--- config.mk ---
export PLATFORM = sky130hd
export DESIGN_NAME = controlador_contador
export DESIGN_NICKNAME = d
export VERILOG_FILES = /design/src/rtl/controlador_contador.sv
export SDC_FILE = /design/constraint.sdc
export NUM_CORES = 1
export LEC_CHECK = 0
export ABC_AREA = 1
export CAP_MARGIN = 10
export CORE_UTILIZATION = 46
export CTS_CLUSTER_SIZE = 12
export DETAILED_ROUTE_END_ITERATION = 16
export PLACE_DENSITY = 0.85
export SLEW_MARGIN = 20
export SYNTH_ARGS = -nofsm -noshare
export SYNTH_HDL_FRONTEND = slang
export SYNTH_SLANG_ARGS = --single-unit
--- constraint.sdc ---
create_clock -name CLK -period 1.9 [get_ports CLK]
set_input_delay 0.38 -clock CLK [delete_from_list [all_inputs] [get_ports CLK]]
set_output_delay 0.38 -clock CLK [all_outputs]
set_load 0.01 [all_outputs]
--- src/rtl/controlador_contador.sv ---
// controlador_contador -- round-robin sequencer that shares one 4-bit multimode
// counter (00 up, 01 down, 10 down-by-3, 11 parallel load) between two
// requesters, A and B.
//
// Each accepted command drives the counter's ENB/MODO/D for exactly PASOS
// enabled cycles. The counter's Q is then captured into Q_FINAL and the owner
// gets a one-cycle DONE pulse. This block is the only driver of the counter's
// control pins.
//
// Ports:
//   CLK, RESET              clock (rising edge), async active-high reset
//   REQ_x_VALID/MODO/DATO/PASOS  command from requester x (x = A, B)
//   REQ_x_READY             combinational grant; handshake is VALID & READY
//   CNT_Q                   counter Q (input)
//   CNT_ENB/CNT_MODO/CNT_D  counter controls (registered)
//   DONE_A, DONE_B          one-cycle completion pulses
//   Q_FINAL                 counter value captured at the end of the last command
//   BUSY                    controller is not idle
//
// Optional feature, compiled in when CONTROLADOR_ABORT_EN is defined:
//   ABORT (in)              ends the running command early; the enable of the
//                           cycle in which ABORT is seen still counts
//   ABORTADO (out)          high together with DONE_x when the command was aborted

module controlador_contador #(
  parameter int PASOS_W = 8
) (
  input  logic               CLK,
  input  logic               RESET,
  input  logic               REQ_A_VALID,
  input  logic [1:0]         REQ_A_MODO,
  input  logic [3:0]         REQ_A_DATO,
  input  logic [PASOS_W-1:0] REQ_A_PASOS,
  output logic               REQ_A_READY,
  input  logic               REQ_B_VALID,
  input  logic [1:0]         REQ_B_MODO,
  input  logic [3:0]         REQ_B_DATO,
  input  logic [PASOS_W-1:0] REQ_B_PASOS,
  output logic               REQ_B_READY,
  input  logic [3:0]         CNT_Q,
  output logic               CNT_ENB,
  output logic [1:0]         CNT_MODO,
  output logic [3:0]         CNT_D,
  output logic               DONE_A,
  output logic               DONE_B,
  output logic [3:0]         Q_FINAL,
`ifdef CONTROLADOR_ABORT_EN
  input  logic               ABORT,
  output logic               ABORTADO,
`endif
  output logic               BUSY
);

  typedef enum logic [1:0] {
    ST_IDLE = 2'd0,
    ST_RUN  = 2'd1,
    ST_FIN  = 2'd2
  } state_e;

  state_e               state_q;
  logic                 prio_b_q;   // 1: B wins a tie, 0: A wins a tie
  logic                 owner_b_q;  // requester of the command in flight
  logic [PASOS_W-1:0]   pasos_q;    // enabled cycles still to go, including the current one
  logic                 cnt_enb_q;
  logic [1:0]           cnt_modo_q;
  logic [3:0]           cnt_d_q;
  logic                 done_a_q;
  logic                 done_b_q;
  logic [3:0]           q_final_q;

  logic                 grant_a;
  logic                 grant_b;
  logic                 accept;
  logic [1:0]           sel_modo;
  logic [3:0]           sel_dato;
  logic [PASOS_W-1:0]   sel_pasos;
  logic                 abort_w;

`ifdef CONTROLADOR_ABORT_EN
  logic                 abort_pend_q;
  logic                 abortado_q;
  assign abort_w  = ABORT;
  assign ABORTADO = abortado_q;
`else
  assign abort_w  = 1'b0;
`endif

  // Grant is only offered in IDLE. It is masked while RESET is high so that
  // READY reads low during reset.
  always_comb begin
    // NOTE: every signal gets a default first so no path leaves it unassigned (no latch).
    grant_a = 1'b0;
    grant_b = 1'b0;
    if (state_q == ST_IDLE && !RESET) begin
      if (REQ_A_VALID && (!REQ_B_VALID || !prio_b_q)) begin
        grant_a = 1'b1;
      end else if (REQ_B_VALID) begin
        grant_b = 1'b1;
      end
    end
  end

  // A grant is only given to a valid requester, so the grant itself is the handshake.
  assign accept    = grant_a | grant_b;
  assign sel_modo  = grant_b ? REQ_B_MODO  : REQ_A_MODO;
  assign sel_dato  = grant_b ? REQ_B_DATO  : REQ_A_DATO;
  assign sel_pasos = grant_b ? REQ_B_PASOS : REQ_A_PASOS;

  always_ff @(posedge CLK or posedge RESET) begin
    if (RESET) begin
      state_q    <= ST_IDLE;
      prio_b_q   <= 1'b0;
      owner_b_q  <= 1'b0;
      pasos_q    <= '0;
      cnt_enb_q  <= 1'b0;
      cnt_modo_q <= 2'b00;
      cnt_d_q    <= 4'd0;
      done_a_q   <= 1'b0;
      done_b_q   <= 1'b0;
      q_final_q  <= 4'd0;
`ifdef CONTROLADOR_ABORT_EN
      abort_pend_q <= 1'b0;
      abortado_q   <= 1'b0;
`endif
    end else begin
      // NOTE: sequential state uses <= so every register samples pre-edge values.
      done_a_q <= 1'b0;
      done_b_q <= 1'b0;
`ifdef CONTROLADOR_ABORT_EN
      abortado_q <= 1'b0;
`endif
      case (state_q)
        ST_IDLE: begin
          if (accept) begin
            owner_b_q <= grant_b;
            prio_b_q  <= grant_a;  // the requester just served loses the next tie
            pasos_q   <= sel_pasos;
`ifdef CONTROLADOR_ABORT_EN
            abort_pend_q <= 1'b0;
`endif
            if (sel_pasos == '0) begin
              // Zero steps: skip RUN. MODO/D keep their previous values.
              state_q <= ST_FIN;
            end else begin
              state_q    <= ST_RUN;
              cnt_enb_q  <= 1'b1;
              cnt_modo_q <= sel_modo;
              cnt_d_q    <= sel_dato;
            end
          end
        end
        ST_RUN: begin
          pasos_q <= pasos_q - 1'b1;
          // This cycle's enable is the last one: either the final step or an abort.
          if (pasos_q == PASOS_W'(1) || abort_w) begin
            cnt_enb_q <= 1'b0;
            state_q   <= ST_FIN;
`ifdef CONTROLADOR_ABORT_EN
            abort_pend_q <= ABORT;
`endif
          end
        end
        ST_FIN: begin
          // The counter took its last enabled step at the edge that entered
          // FIN, so CNT_Q already holds the final value.
          q_final_q <= CNT_Q;
          done_a_q  <= ~owner_b_q;
          done_b_q  <= owner_b_q;
`ifdef CONTROLADOR_ABORT_EN
          abortado_q <= abort_pend_q;
`endif
          state_q   <= ST_IDLE;
        end
        default: state_q <= ST_IDLE;
      endcase
    end
  end

  assign REQ_A_READY = grant_a;
  assign REQ_B_READY = grant_b;
  assign CNT_ENB     = cnt_enb_q;
  assign CNT_MODO    = cnt_modo_q;
  assign CNT_D       = cnt_d_q;
  assign DONE_A      = done_a_q;
  assign DONE_B      = done_b_q;
  assign Q_FINAL     = q_final_q;
  assign BUSY        = (state_q != ST_IDLE);

endmodule

==> impl_metrics.yaml, run 1 <==
pwr:
  irDropWorstVdd_mv: 0.6988
  power.density_nw_per_um2: 1234
  power_leakage_nw: 1.185
  p_total_mw: 2.876
sta:
  fin_setup_tns_ns: 0
  report.final.slew_viol_count: 0
  worst_pin_slew_ns: 0.3246
  setup_ws_ns: 0.08257
  hold_viol_final: 0
  hold_ws_ns: 0.2469
  fin_skew_ns: 0.007099
  setup_viol: 0
  max_freq_ghz: 0.5502
  relSlewSlack: 0.7834
  fin_crit_sh: 0.9565
  final.min_clock_period_ns: 1.817
synth:
  synth_nets: 214
  post_synth.cell_area_avg_um2: 8.901
  yosysWarnings: 0
  synth_top_area_share: 0.3994
  synth_top_area_cell: "dfrtp_1"
  synth_async_sr_flop_share: 1.000
  synth_cell_types: 33
  syn_area_um2: 1567
  synth-seq-area-share: 0.3994
  yosys-top-cells-area: "dfrtp_1 40%, nand2_1 8.4%, nand2_4 6.5%, inv_1 5.5%, mux2i_1 3.8%"
  synth_edf_count: 0
  synthTopCellsByCount: "35 x nand2_1, 25 x dfrtp_1, 23 x inv_1"
  yosys.cell_count.top_type: "nand2_1"
  syn_inst: 176
  ys_ff_latch: 25
  synthFlopType: "dfrtp_1"
global_route:
  grt_util_met2: 0.4301
  grt_use_met1: 0.2785
  grt_pass1_vias: 1445
  grt_pass1_wl_mm: 6.292
  grt_usage: 0.2354
  overflow: 0
  use_met3: 0.04051
  grt_max_degree: 20
  antenna_found_initial: 0
  gr-max-usage-layer: "met2"
critical_path:
  critPathCaptureType: "primary output"
  rrSetupSlack_ns: 0.14
  worst_setup_path_start_kind: "input port"
  cp-startpoint: "REQ_B_VALID"
  cp.arrival_ns: 1.44
  critPathKind: "in -> out"
  worstPathRequired_ns: 1.52
  r2r-start: "state_q[0]"
  r2r_cells: 11
  critPathMaxFanout: 4
  r2r_end: "CNT_MODO[1]"
clocking:
  htreeDepth: 1
  cts.sinks: 25
  clkTransAtPathRegs_ns: 0.14
  cts_buffers: 3
  cts_setup_buffers: 0
  cts-root-buf: "clkbuf_4"
  clk_latency_ns: 0.31
  cts_buffer_depth: 2
  cts_tree: "done"
layout:
  register_area_um2: 625.6
  num_antenna_cells: 0
  final_nets: 291
  multiInputGateArea_um2: 820.8
  drive_above_1_share: 0.2540
  stdcell_area_um2: 2330
  syn_to_final_growth_pct: 48.72
  fill_cells: 246
place:
  port_buffers: 51
  gp_congestion: 0.8548
  place_area_um2: 2273
  dp_slack_ns: -0.3029
  dpl.hpwl_mm: 3.026
flow_run:
  drv_cap: 0
drt:
  drt-initial-drc-count: 47
  via_per_inst: 4.821
  first_pass_iters: 4
  finalWirelength_mm: 3.986
  drt_drc_violations_left: 0
  antenna_left: 0
  wl_per_cell_um: 13.47
  dr_total_vias: 1427
die:
  die_h_um: 60.36
  num_rows: 20
  die_w_um: 60.36
  die_area_um2: 3643
  initial_core_util: 0.4968
  io_pins: 52
  coreArea_um2: 3153
run_status:
  status: "complete, no violations"
min_path:
  worstHoldPathType: "in -> async"
registers in the layout, indices dropped and copies added (netlist names):
register	cells
CNT_MODO	2
Q_FINAL	4
DONE_A	1
pasos_q	8
DONE_B	1
owner_b_q	1
CNT_ENB	1
prio_b_q	1
CNT_D	4
state_q	2
cells in the final DEF (no fill, tap or decap), types with 3 or more instances in the layout:
cell / n
dfrtp_1: 25
nand3_1: 5
inv_1: 23
nand2_4: 9
nor2_1: 11
mux2i_1: 6
xor2_1: 3
nand2_1: 35
o21ai_1: 3
o211ai_1: 4
nand2_2: 4
o21ai_2: 6
a21oi_1: 4
buf_4: 21
nand3b_1: 7
clkbuf_4: 3
clkdlybuf4s50_1: 46
mux2_2: 4
inv_2: 5
cell families (layout without fill, tap and decap cells):
family | after synthesis | in the layout | synth area share
buffers and inverters | 31 | 106 | 0.09505
AND/OR/NAND/NOR | 77 | 78 | 0.2756
adder cells (fa/ha/maj) | 2 | 2 | 0.01597
XOR/XNOR | 3 | 3 | 0.01678
multiplexers | 10 | 10 | 0.06709
flip-flops | 25 | 25 | 0.3994
AO/OA/AOI/OAI | 28 | 28 | 0.1302
worst max-delay path: stages:
cell and delay (ns):
clkdlybuf4s50_1 0.51, inv_1 0.08, a21oi_4 0.17, nand2_4 0.08
inv_1 0.09, clkbuf_2 0.13
routing by layer:
metal / up-vias / share of wire
met2: 32 / 0.53
met5: - / 0
met1: 674 / 0.42
li1: 719 / -
met3: 2 / 0.037
met4: 0 / 0.0058
timing repair:
action                     in CTS  in global routing
resized for setup               5                  9
setup endpoints to repair       2                 11
hold buffers                    0                  0
cloned                          0                  1
pin swaps                       0                  1
final cells by class:
cell class / instances / area share
Clock buffer: 3 / 0.009667
Clock inverter: 1 / 0.003222
Inverter: 28 / 0.04511
Multi-Input combinational cell: 121 / 0.3523
Timing Repair Buffer: 74 / 0.2975
Sequential cell: 25 / 0.2685
Tap cell: 44 / 0.02363
power by group:
part           switching (mW)  total, mW  internal [mW]
Sequential              0.181      0.962          0.781
Clock                   0.165      0.245         0.0802
Combinational           0.867       1.67          0.802
metrics by stage:
step,util,instances
detailed placement,0.7210,291
finish,0.7389,296
global route,0.7389,296
global placement,0.7210,291
CTS,0.7306,295
floorplan,-,176
worst max path at each step:
stage / end / slack, ns
final: REQ_B_READY / 0.08
after global routing: CNT_D[2] / -0.005
after CTS: REQ_B_READY / -0.02
after detailed placement: CNT_D[2] / -0.30
after global placement: REQ_A_READY / -0.26
after floorplan: CNT_D[0] / 0.29
(Power assumes the default switching activity.)
==> run 2, diff against run 1 <==
--- a/config.mk
+++ b/config.mk
@@ -10,8 +10,8 @@
 export CORE_UTILIZATION = 46
 export CTS_CLUSTER_SIZE = 12
 export DETAILED_ROUTE_END_ITERATION = 16
+export GPL_ROUTABILITY_DRIVEN = 0
 export PLACE_DENSITY = 0.85
-export SLEW_MARGIN = 20
 export SYNTH_ARGS = -nofsm -noshare
 export SYNTH_HDL_FRONTEND = slang
 export SYNTH_SLANG_ARGS = --single-unit
==> results of run 2 <==
The final DEF is identical to that of run 1; final timing and power are the same.
==> run 3, diff against run 2 <==
--- a/config.mk
+++ b/config.mk
@@ -11,7 +11,8 @@
 export CTS_CLUSTER_SIZE = 12
 export DETAILED_ROUTE_END_ITERATION = 16
 export GPL_ROUTABILITY_DRIVEN = 0
-export PLACE_DENSITY = 0.85
+export PLACE_DENSITY = 0.86
+export REMOVE_ABC_BUFFERS = 1
 export SYNTH_ARGS = -nofsm -noshare
 export SYNTH_HDL_FRONTEND = slang
 export SYNTH_SLANG_ARGS = --single-unit
==> constraint.sdc (replaced) <==
create_clock -name CLK -period 1.9 [get_ports CLK]
set_input_delay 0.38 -clock CLK [delete_from_list [all_inputs] [get_ports CLK]]
set_output_delay 0.38 -clock CLK [all_outputs]
set_load 0.005 [all_outputs]
==> impl_metrics.yaml, run 3 (synthesis results as in run 1) <==
clocking:
  clkTransAtPathRegs_ns: 0.16
  cts_buffers: 3
  cts_buffer_depth: 2
  htreeDepth: 1
  clk_latency_ns: 0.33
  cts-root-buf: "clkbuf_4"
  cts_tree: "done"
  cts.sinks: 25
layout:
  num_antenna_cells: 0
  fin_cells: 291
  final_nets: 286
  largest_reg_flops: 8
  final_cell_mix: "47 x clkdlybuf4s50_1, 33 x nand2_1, 25 x dfrtp_1"
  final_common_cell: "clkdlybuf4s50_1"
  fill_cells: 229
  final_core_util: 0.7373
  syn_to_final_growth_pct: 48.40
  drive_above_1_share: 0.2429
  top_register: "pasos_q"
sta:
  max_freq_ghz: 0.5529
  setup_viol: 0
  worst_pin_slew_ns: 0.3015
  fin_setup_tns_ns: 0
  report.final.slew_viol_count: 0
  fin_skew_ns: 0.01555
  relSlewSlack: 0.7988
  final.min_clock_period_ns: 1.809
  hold_viol_final: 0
  fin_crit_sh: 0.9520
critical_path:
  path_cells: "inv_2 -> nand2_4 -> clkdlybuf4s50_1"
  worst_setup_path_start_kind: "register"
  cpMaxStageDelayCell: "clkdlybuf4s50_1"
  slowest_delay_ns: 0.51
  critPathCaptureType: "primary output"
  cp.arrival_ns: 1.43
  crit_family: "buffers and inverters"
  critPathKind: "reg -> out"
  cp_num_buf_inv: 2
  worstPathRequired_ns: 1.52
  critPathMaxFanout: 4
drt:
  drt-initial-drc-count: 60
  drt_drc_violations_left: 0
  wl_per_cell_um: 13.56
  via_per_inst: 5.086
  dr_total_vias: 1480
  finalWirelength_mm: 3.945
  first_pass_iters: 4
  antenna_left: 0
die:
  io_pins: 52
  num_rows: 20
  die_w_um: 60.36
  initial_core_util: 0.4968
  coreArea_um2: 3153
  die_area_um2: 3643
  die_h_um: 60.36
run_status:
  status: "complete, no violations"
global_route:
  grt_usage: 0.2264
  antenna_found_initial: 0
  grt_pass1_vias: 1475
  grt_max_degree: 16
  grt_pass1_wl_mm: 6.120
  overflow: 0
min_path:
  worstHoldPathType: "in -> async"
flow_run:
  drv_cap: 0
pwr:
  power_leakage_nw: 1.173
  irDropWorstVdd_mv: 0.6595
  p_total_mw: 2.855
  power.density_nw_per_um2: 1228
place:
  placedCellCount: 284
  port_buffers: 51
  dpl.hpwl_mm: 2.917
## run 3: changes by cell type in the layout (fill, tap and decap cells not counted), sizes merged
| cell | before | now |
|---|---|---|
| buf | 23 | 18 |
| clkdlybuf4s50 | 46 | 47 |
| clkbuf | 5 | 4 |
| dlygate4sd2 | 1 | 2 |
| dlymetal6s2s | 2 | 1 |
## run 3: timing repair
action | CTS | global route
hold buffers | 0 | 0
gates resized for setup | 5 | 10
buffers inserted | 1 | 2
endpoints found under the setup margin | 2 | 10
cloned | 0 | 1
pin swaps | 0 | 8
## run 3: per-layer routing
metal  GRT usage  wire length [µm]  up-vias
li1            -                 -      709
met1      0.2473              1604      684
met2      0.4207              2000       69
met3     0.03625               241       18
met4      0.1130                98        0
met5           0                 0        -
## run 3: final timing paths
| kind | startpoint | to | slack (ns) | cells after the start |
|---|---|---|---|---|
| max reg2reg | state_q[1] | CNT_MODO[1] | 0.11 | 14 |
| max | state_q[1] | BUSY | 0.09 | 3 |
| min reg2reg | owner_b_q | DONE_A | 0.48 | 1 |
| min in group CLK | owner_b_q | DONE_A | 0.48 | 1 |
| min | RESET | CNT_MODO[0] | 0.28 | 3 |
| max in group asynchronous | RESET | pasos_q[6] | 1.44 | 3 |
## run 3: worst min-delay path: stages
cell	delay, ns
dlygate4sd2_1	0.30
inv_1	0.10
buf_4	0.21
## run 3: report_power, final
part	internal, mW	switching (mW)
Sequential	0.781	0.175
Clock	0.0805	0.172
Combinational	0.821	0.826
Total	1.68	1.17
## run 3: cell type report
type	count	area [µm²]	share of cell area
clock buffers	3	22.52	0.009688
multi-input cells	121	835.8	0.3595
well taps	44	55.05	0.02368
flip-flops and latches	25	625.6	0.2691
inverters	28	105.1	0.04521
repair buffers	69	673.1	0.2896
clock inverters	1	7.507	0.003229
## run 3: metrics by stage
stage	area (µm²)	setup WS [ns]	hold slack, ns
floorplan	1523	0.3543	0.4073
global placement	2233	-0.2101	0.4369
detailed placement	2233	-0.2362	0.4634
CTS	2276	-0.1771	0.2832
global route	2325	-0.007776	0.2741
finish	2325	0.09128	0.2764
